$ cat src/rtl/sgdmac_desc_fetch.sv
// rtl/sgdmac_desc_fetch.sv - scatter-gather DMA descriptor fetch and sequencing engine
module sgdmac_desc_fetch #(
    parameter logic [3:0] ARID  = 4'h1,
    parameter int         CNT_W = 16
) (
    input  logic             clk,
    input  logic             rst_n,
    input  logic             start_i,
    input  logic [31:0]      desc_ptr_i,
    output logic             busy_o,
    output logic             done_o,
    output logic             err_o,
    output logic [CNT_W-1:0] desc_cnt_o,
    output logic             desc_valid_o,
    input  logic             desc_ready_i,
    output logic [31:0]      desc_src_o,
    output logic [31:0]      desc_dst_o,
    output logic [15:0]      desc_len_o,
    output logic [3:0]       arid_o,
    output logic [31:0]      araddr_o,
    output logic [3:0]       arlen_o,
    output logic [2:0]       arsize_o,
    output logic [1:0]       arburst_o,
    output logic             arvalid_o,
    input  logic             arready_i,
    input  logic [3:0]       rid_i,
    input  logic [31:0]      rdata_i,
    input  logic [1:0]       rresp_i,
    input  logic             rlast_i,
    input  logic             rvalid_i,
    output logic             rready_o
);
    typedef enum logic [2:0] {S_IDLE, S_ADDR, S_DATA, S_OUT, S_FIN} state_t;

    localparam logic [CNT_W-1:0] CNT_ONE = {{(CNT_W-1){1'b0}}, 1'b1};

    state_t           state, state_nxt;
    logic [31:0]      ptr;
    logic [31:0]      src_q, dst_q, next_q;
    logic [15:0]      len_q;
    logic [1:0]       beat_idx;
    logic             burst_err;
    logic             err_q;
    logic [CNT_W-1:0] cnt_q;
    logic             beat_last;
    logic             beat_bad;

    // A beat is last on rlast or on the fourth beat; rlast must coincide with beat 3 exactly.
    assign beat_last = rlast_i || (beat_idx == 2'd3);
    assign beat_bad  = (rresp_i != 2'b00) || (rid_i != ARID) || (rlast_i != (beat_idx == 2'd3));

    always_comb begin
        state_nxt = state;
        case (state)
            S_IDLE: if (start_i) state_nxt = (desc_ptr_i[3:0] != 4'd0) ? S_FIN : S_ADDR;
            S_ADDR: if (arready_i) state_nxt = S_DATA;
            S_DATA: if (rvalid_i && beat_last) state_nxt = (burst_err || beat_bad) ? S_FIN : S_OUT;
            S_OUT:  if (desc_ready_i) state_nxt = (next_q[31:4] == 28'd0 || next_q[3:0] != 4'd0) ? S_FIN : S_ADDR;
            S_FIN:  state_nxt = S_IDLE;
            default: state_nxt = S_IDLE;
        endcase
    end

    always_ff @(posedge clk or negedge rst_n) begin
        if (!rst_n) begin
            state     <= S_IDLE;
            ptr       <= '0;
            src_q     <= '0;
            dst_q     <= '0;
            len_q     <= '0;
            next_q    <= '0;
            beat_idx  <= '0;
            burst_err <= 1'b0;
            err_q     <= 1'b0;
            cnt_q     <= '0;
        end else begin
            state <= state_nxt;
            case (state)
                S_IDLE: begin
                    if (start_i) begin
                        ptr   <= desc_ptr_i;
                        cnt_q <= '0;
                        err_q <= (desc_ptr_i[3:0] != 4'd0);
                    end
                end
                S_ADDR: begin
                    if (arready_i) begin
                        beat_idx  <= 2'd0;
                        burst_err <= 1'b0;
                    end
                end
                S_DATA: begin
                    if (rvalid_i) begin
                        case (beat_idx)
                            2'd0: src_q  <= rdata_i;
                            2'd1: dst_q  <= rdata_i;
                            2'd2: len_q  <= rdata_i[15:0];
                            2'd3: next_q <= rdata_i;
                        endcase
                        beat_idx <= beat_idx + 2'd1;
                        if (beat_bad) burst_err <= 1'b1;
                        if (beat_last && (burst_err || beat_bad)) err_q <= 1'b1;
                    end
                end
                S_OUT: begin
                    if (desc_ready_i) begin
                        cnt_q <= cnt_q + CNT_ONE;
                        if (next_q[3:0] != 4'd0) err_q <= 1'b1;
                        else                     ptr   <= next_q;
                    end
                end
                default: ;
            endcase
        end
    end

    assign busy_o       = (state != S_IDLE);
    assign done_o       = (state == S_FIN);
    assign err_o        = err_q;
    assign desc_cnt_o   = cnt_q;
    assign desc_valid_o = (state == S_OUT);
    assign desc_src_o   = src_q;
    assign desc_dst_o   = dst_q;
    assign desc_len_o   = len_q;
    assign arid_o       = ARID;
    assign araddr_o     = ptr;
    assign arlen_o      = 4'd3;
    assign arsize_o     = 3'b010;
    assign arburst_o    = 2'b01;
    assign arvalid_o    = (state == S_ADDR);
    assign rready_o     = (state == S_DATA);
endmodule

$ cat config.mk
export PLATFORM = sky130hd
export DESIGN_NAME = sgdmac_desc_fetch
export DESIGN_NICKNAME = d
export VERILOG_FILES = /design/src/rtl/sgdmac_desc_fetch.sv
export SDC_FILE = /design/constraint.sdc
export NUM_CORES = 1
export LEC_CHECK = 0
export BUFFER_PORTS_ARGS = -buffer_cell sky130_fd_sc_hd__buf_4
export CELL_PAD_IN_SITES_DETAIL_PLACEMENT = 1
export CELL_PAD_IN_SITES_GLOBAL_PLACEMENT = 1
export CORE_ASPECT_RATIO = 0.6
export CORE_MARGIN = 2
export CORE_UTILIZATION = 43
export CTS_CLUSTER_DIAMETER = 50
export CTS_CLUSTER_SIZE = 12
export DETAILED_ROUTE_END_ITERATION = 8
export PLACE_DENSITY = 0.9
export SYNTH_ARGS = -nofsm -noshare
export SYNTH_HDL_FRONTEND = slang
export SYNTH_SLANG_ARGS = --single-unit
$ cat constraint.sdc
create_clock -name clk -period 2.8 [get_ports clk]
set_input_delay 0.56 -clock clk [delete_from_list [all_inputs] [get_ports clk]]
set_output_delay 0.56 -clock clk [all_outputs]
set_load 0.01 [all_outputs]
==> results of run 1 <==
-- path summary, 6_finish.rpt --
check | to | slack, ns | cells after the start
worst max-delay path | state[0] | 0.49 | 7
worst min-delay path | desc_cnt_o[14] | 0.08 | 1
max in group asynchronous | desc_src_o[22] | 1.86 | 2
worst max register to register | state[0] | 0.49 | 7
worst min register to register | desc_src_o[15] | 0.50 | 1
min in group clk | desc_src_o[14] | 0.37 | 2
-- critical path: cells and delay by family, from the launching register on --
kind            cells  cell delay, ns
simple gates        3            1.05
flops               1            0.43
fa+ha+maj           2            0.47
buf+inv             1            0.07
compound gates      1            0.21
-- power by group --
| group | internal [mW] | switching (mW) | leakage (nW) |
|---|---|---|---|
| clock network | 1.18 | 1.04 | 0.270 |
| logic | 1.70 | 1.58 | 2.36 |
| registers | 3.19 | 0.523 | 2.19 |
| total | 6.08 | 3.14 | 4.82 |
-- routing by layer --
metal | global-route usage [%] | vias to the layer above | part of all wire [%]
met5 | 0 | - | 0
met4 | 7.506 | 0 | 1.5
met3 | 8.295 | 27 | 7.6
met2 | 42.57 | 196 | 48
met1 | 33.66 | 2873 | 43
li1 | - | 2509 | -
-- per-stage QoR --
| stage | area (µm²) | total power, mW | hold slack [ns] | utilization, % |
|---|---|---|---|---|
| after CTS | 9545 | 9.304 | 0.1029 | 58.54 |
| final | 9545 | 9.218 | 0.07542 | 58.54 |
| after detailed placement | 8991 | 7.037 | 0.4865 | 55.14 |
| after global routing | 9545 | 9.732 | 0.1171 | 58.54 |
| after floorplan | 7242 | 5.189 | 0.2644 | - |
| after global placement | 8991 | 6.792 | 0.4777 | 55.14 |
-- sequential cells by signal (all words and copies together), names as in the netlist --
signal	count
beat_idx	2
desc_len_o	16
next_q	32
desc_src_o	32
desc_dst_o	32
burst_err	1
err_o	1
araddr_o	32
state	3
desc_cnt_o	16
-- cell families (layout without fill, tap and decap cells) --
logic type,after synthesis,in the layout
xor gates and xnor gates,3,3
other,2,13
DFF,167,167
buffers and inverters,52,265
adders and majority gates,6,6
and+or+nand+nor,164,164
AOI/OAI and AO/OA,81,81
muxes,113,113
-- layout make-up --
| class | count | area (µm²) |
|---|---|---|
| Fill cell | 1722 | 6760 |
| Sequential cell | 167 | 4179 |
| Multi-Input combinational cell | 380 | 2779 |
| Timing Repair Buffer | 225 | 1718 |
| Clock buffer | 18 | 439.2 |
| Tap cell | 228 | 285.3 |
| Clock inverter | 14 | 115.1 |
| Inverter | 8 | 30.03 |
-- cell usage after synthesis (3+ instances only) --
| cell | count |
|---|---|
| a21oi_1 | 10 |
| a31oi_1 | 33 |
| a32o_1 | 5 |
| and2_1 | 3 |
| buf_2 | 14 |
| buf_4 | 16 |
| buf_6 | 3 |
| clkbuf_1 | 10 |
| dfrtp_1 | 167 |
| ha_1 | 6 |
| inv_1 | 7 |
| mux2_1 | 8 |
| mux2_2 | 104 |
| nand2_1 | 70 |
| nand2_2 | 4 |
| nand3_1 | 11 |
| nor2_1 | 35 |
| nor4_1 | 11 |
| o211ai_1 | 4 |
| o21ai_0 | 9 |
| o31ai_1 | 5 |
| or3_1 | 5 |
| or4_1 | 7 |
| xor2_1 | 3 |
==> results by group, run 1 <==
Outcome
  – Status: completed

Placement
  – Post-DP HPWL: 16330 µm
  – Routability cong.: 0.7961
  – DP Worst Slack: 0.5362 ns
  – Post-placement cell count: 1008
  – Port Buffers: 210

Logic synthesis
  – Area leader, netlist: dfrtp_1
  – Area share of the largest cell type after synthesis: 58.04%
  – Largest family of logic cells by synthesized area: multiplexers
  – Synth Area in Compound Gates: 7.593%
  – Mux contribution to synthesized area: 17.65%
  – Seq cells post-synth: 167
  – FFs w/ async S/R, synth: 100.0%
  – EDFF count, synth: 0
  – Post-synth cell types: 56
  – Warning count from the yosys run: 0
  – Ranking of synthesized cells by area: dfrtp_1 58%, mux2_2 16%, nand2_1 3.6%, a31oi_1 2.9%, nor2_1 1.8%
  – Post-Syn Area per Cell: 12.25 µm²
  – Cell count after synthesis: 588
  – XOR/XNOR Fraction of Synth Area: 0.3649%
  – Seq/Total Area, Yosys: 58.04%
  – Main synth FF type: dfrtp_1
  – Adder-cell share of the synthesized area: 1.043%
  – Post-Synth Simple-Gate Area: 11.10%
  – Mapped Area: 0.007201 mm²

STA
  – Max Freq: 432.2 MHz
  – TNS Setup: 0 ns
  – Fin crit period: 2.314 ns
  – Finish-stage setup viols: 0
  – Setup ws final: 0.4863 ns
  – Fin. Hold Viols: 0
  – Part of the cycle the worst path needs: 82.63%
  – Slew Viols, Final: 0
  – RSZ-0062 raised after global routing: false
  – Rel. slew slack: 50.40%
  – Worst-Margin Slew: 0.7391 ns
  – Clock skew: 0.01286 ns

Setup path
  – Crit path kind: flop to flop
  – CP startpoint kind: flop
  – Setup crit start: beat_idx[0]
  – Crit-path max cell delay: 0.60 ns
  – Critical path cell sequence: ha_1 > inv_1 > ha_1 > nor4b_1 > nand3_1 > and2_1 > a31oi_1
  – CP Capture Type: flop
  – CP max FO: 5
  – Req. time, crit path: 3.14 ns
  – Most used cell, CP: ha_1
  – Critical path arrival: 2.65 ns
  – Slowest CP cell: nor4b_1
  – Reg2Reg Launch Point: beat_idx[0]

Run
  – Max-cap viol count: 0

Global routing
  – Tot GR Track Use: 26.17%
  – Initial antenna violation count: 0
  – GRT overflow: 0
  – Pin count of the biggest net entering global routing: 72
  – First-pass GRT wire length: 35420 µm
  – Vias in the first global route: 6277

Final layout
  – Layout cell share with drive strength beyond 1: 45.81%
  – Area grow syn2layout: 32.56%
  – Final non-filler cell total: 1040
  – Most common library cell in the layout ignoring fill and taps: buf_4
  – Antenna diode count: 0
  – Most frequent cells in the layout: 222 x buf_4, 167 x dfrtp_1, 104 x mux2_2
  – Nets: 882

Drt
  – # DRC: 0
  – ANT nets after route: 0
  – DRT Wirelength: 22500 µm
  – DR pass1 iterations: 4
  – Vias per cell: 5.389
  – WL/cell: 21.64 µm
  – Initial DRC Count: 392
  – Routed vias: 5605

Clock tree
  – CTS tree: yes
  – Clock-pin transition on the worst setup and hold timing paths: 0.07 ns
  – Clock latency on the worst-skew pair: 0.43 ns
  – H-Tree Depth: 4
  – Clk buf depth: 2
  – CTS Hold Bufs: 0
  – Clock Sinks: 167
  – Total CTS buffers: 17
  – Setup Fix Bufs, Post-CTS: 0
  – Clock root buffer: clkbuf_16
  – Cts repair resizes: 0

Die
  – IO Count: 224
  – Core area: 0.01631 mm²
  – Die Y-Extent: 104.2 µm
  – Die W: 171.1 µm
  – Row cnt: 36
  – Initial Utilization: 44.16%
  – Die ar.: 0.01783 mm²

Pwr
  – Total power per unit cell area: 965.7 mW/mm²
  – Leakage: 4.823 nW
  – Worst VDD drop: 0.0004971 V

Hold path
  – Type of the worst min-delay path: primary input to async pin
Power figures use the tool's default switching activity.
==> run 2: changes to the inputs <==
--- a/config.mk
+++ b/config.mk
@@ -10,11 +10,11 @@
 export CELL_PAD_IN_SITES_GLOBAL_PLACEMENT = 1
 export CORE_ASPECT_RATIO = 0.6
 export CORE_MARGIN = 2
-export CORE_UTILIZATION = 43
+export CORE_UTILIZATION = 40
 export CTS_CLUSTER_DIAMETER = 50
 export CTS_CLUSTER_SIZE = 12
 export DETAILED_ROUTE_END_ITERATION = 8
-export PLACE_DENSITY = 0.9
+export PLACE_DENSITY = 0.85
 export SYNTH_ARGS = -nofsm -noshare
 export SYNTH_HDL_FRONTEND = slang
 export SYNTH_SLANG_ARGS = --single-unit
==> constraint.sdc (replaced) <==
create_clock -name clk -period 2.4 [get_ports clk]
set_input_delay 0.48 -clock clk [delete_from_list [all_inputs] [get_ports clk]]
set_output_delay 0.48 -clock clk [all_outputs]
set_load 0.01 [all_outputs]
==> run 2 against run 1 <==
  * Clock skew is 0.0021 ns lower
  * Wire length up 0.59%
  * Core utilization fell by 2.7 points
  * Power up 21%
  * Non-clock buffer count increased by 4
  * Die area is 7.3% higher
  * Critical path depth decreased by 2
==> results by group, run 2 (synthesized netlist as in run 1, its figures left out) <==
Outcome
  – Status: completed

Pwr
  – Total power: 11.14 mW
  – Worst VDD drop: 0.0005247 V
  – Leakage: 4.897 nW
  – Total power per unit cell area: 1150 mW/mm²

STA
  – Fin. Hold Viols: 0
  – Finish-stage setup viols: 0
  – RSZ-0062 raised after global routing: false
  – TNS Setup: 0 ns
  – Rel. slew slack: 53.21%
  – Fin crit period: 2.247 ns
  – Clock skew: 0.01073 ns
  – Setup ws final: 0.1526 ns
  – Worst-Margin Slew: 0.6971 ns
  – Max Freq: 445.0 MHz
  – Part of the cycle the worst path needs: 93.64%
  – Slew Viols, Final: 0

Drt
  – WL/cell: 21.56 µm
  – ANT nets after route: 0
  – Routed vias: 5597
  – Vias per cell: 5.330
  – # DRC: 0
  – Initial DRC Count: 312
  – DR pass1 iterations: 4
  – DRT Wirelength: 22640 µm

Global routing
  – Initial antenna violation count: 0
  – Tot GR Track Use: 24.13%
  – GRT overflow: 0
  – Pin count of the biggest net entering global routing: 69
  – First-pass GRT wire length: 34940 µm
  – Vias in the first global route: 6060

Final layout
  – Most common library cell in the layout ignoring fill and taps: buf_4
  – Antenna diode count: 0
  – Final Core Density: 55.79%
  – Layout cell share with drive strength beyond 1: 46.20%
  – Most frequent cells in the layout: 224 x buf_4, 167 x dfrtp_1, 104 x mux2_2
  – Post-route cell area: 0.009686 mm²
  – Area grow syn2layout: 34.51%
  – Nets: 886

Setup path
  – Crit-path max cell delay: 0.41 ns
  – Crit path kind: flop to output pin
  – CP max FO: 17
  – CP startpoint kind: flop
  – Critical path arrival: 1.77 ns
  – Reg2Reg Launch Point: beat_idx[0]
  – Critical path cell sequence: buf_4 > nand3b_1 > inv_2 > buf_6 > buf_4
  – RR Endpoint: state[1]
  – Req. time, crit path: 1.92 ns
  – Reg2Reg Depth: 7
  – Slowest CP cell: dfrtp_1
  – Reg2reg setup slack: 0.24 ns
  – CP Capture Type: output pin
  – Most used cell, CP: buf_4

Die
  – Core area: 0.01736 mm²
  – Die W: 177.2 µm
  – Die Y-Extent: 107.9 µm
  – Row cnt: 37
  – Die ar.: 0.01913 mm²
  – IO Count: 224
  – Initial Utilization: 41.48%

Clock tree
  – Clock-pin transition on the worst setup and hold timing paths: 0.07 ns
  – Cts repair resizes: 0
  – Clock latency on the worst-skew pair: 0.42 ns
  – CTS tree: yes
  – Clk buf depth: 2
  – H-Tree Depth: 4
  – Setup Fix Bufs, Post-CTS: 0
  – Clock Sinks: 167
  – CTS Hold Bufs: 0
  – Total CTS buffers: 17
  – Clock root buffer: clkbuf_16

Run
  – Max-cap viol count: 0

Hold path
  – Type of the worst min-delay path: primary input to async pin

Placement
  – Post-DP HPWL: 16790 µm
  – DP Area: 0.009041 mm²
  – DP Worst Slack: 0.2885 ns
  – Routability cong.: 0.8211
  – Port Buffers: 210
[run 2: cell types whose count changed in the layout (fill, tap and decap cells not counted), sizes merged]
| cell | previous run | this run |
|---|---|---|
| buf | 225 | 229 |
| clkinvlp | 2 | 0 |
| clkinv | 6 | 3 |
| inv | 14 | 15 |
| clkbuf | 18 | 19 |
| bufinv | 0 | 3 |
[run 2: per-stage QoR]
step / instances / hold slack (ns)
floorplan: 599 / 0.1844
global placement: 1018 / 0.4831
detailed placement: 1018 / 0.4821
CTS: 1050 / 0.08512
global route: 1050 / 0.09183
finish: 1050 / 0.05377
[run 2: critical path: cells and delay by family (launching register included)]
kind | cells | cell delay (ns)
AND/OR/NAND/NOR | 1 | 0.22
flip-flops | 1 | 0.41
buffers and inverters | 4 | 0.73
[run 2: area by class of cell]
class                   count  area (µm²)
clock buffers              19       452.9
clock inverters            13       182.7
fillers                  1826        7675
inverters                   8       30.03
multi-input cells         380        2784
flip-flops and latches    167        4179
well taps                 234       292.8
repair buffers            229        1764
[run 2: how the worst max path moves through the flow]
stage          cells past startpoint         from             end  slack [ns]
6_report                           5     state[2]    desc_valid_o        0.15
3_5_place_dp                       7  beat_idx[0]        state[1]        0.29
2_1_floorplan                      7     state[0]  desc_len_o[13]        0.57
3_3_place_gp                       5     state[0]  desc_src_o[21]        0.44
4_1_cts                            3     state[0]       arvalid_o        0.04
5_1_grt                            5     state[2]    desc_valid_o        0.07
[run 2: routing by layer]
metal | vias to the layer above | global-route usage (%) | share of wire (%)
met3 | 15 | 6.109 | 7.8
met4 | 0 | 5.490 | 0.73
met1 | 2853 | 33.61 | 45
met5 | - | 0 | 0
met2 | 206 | 38.16 | 46
li1 | 2523 | - | -
[run 2: power breakdown]
| part | switching (mW) | internal, mW |
|---|---|---|
| clock network | 1.22 | 1.73 |
| logic | 1.81 | 2.00 |
| registers | 0.661 | 3.72 |
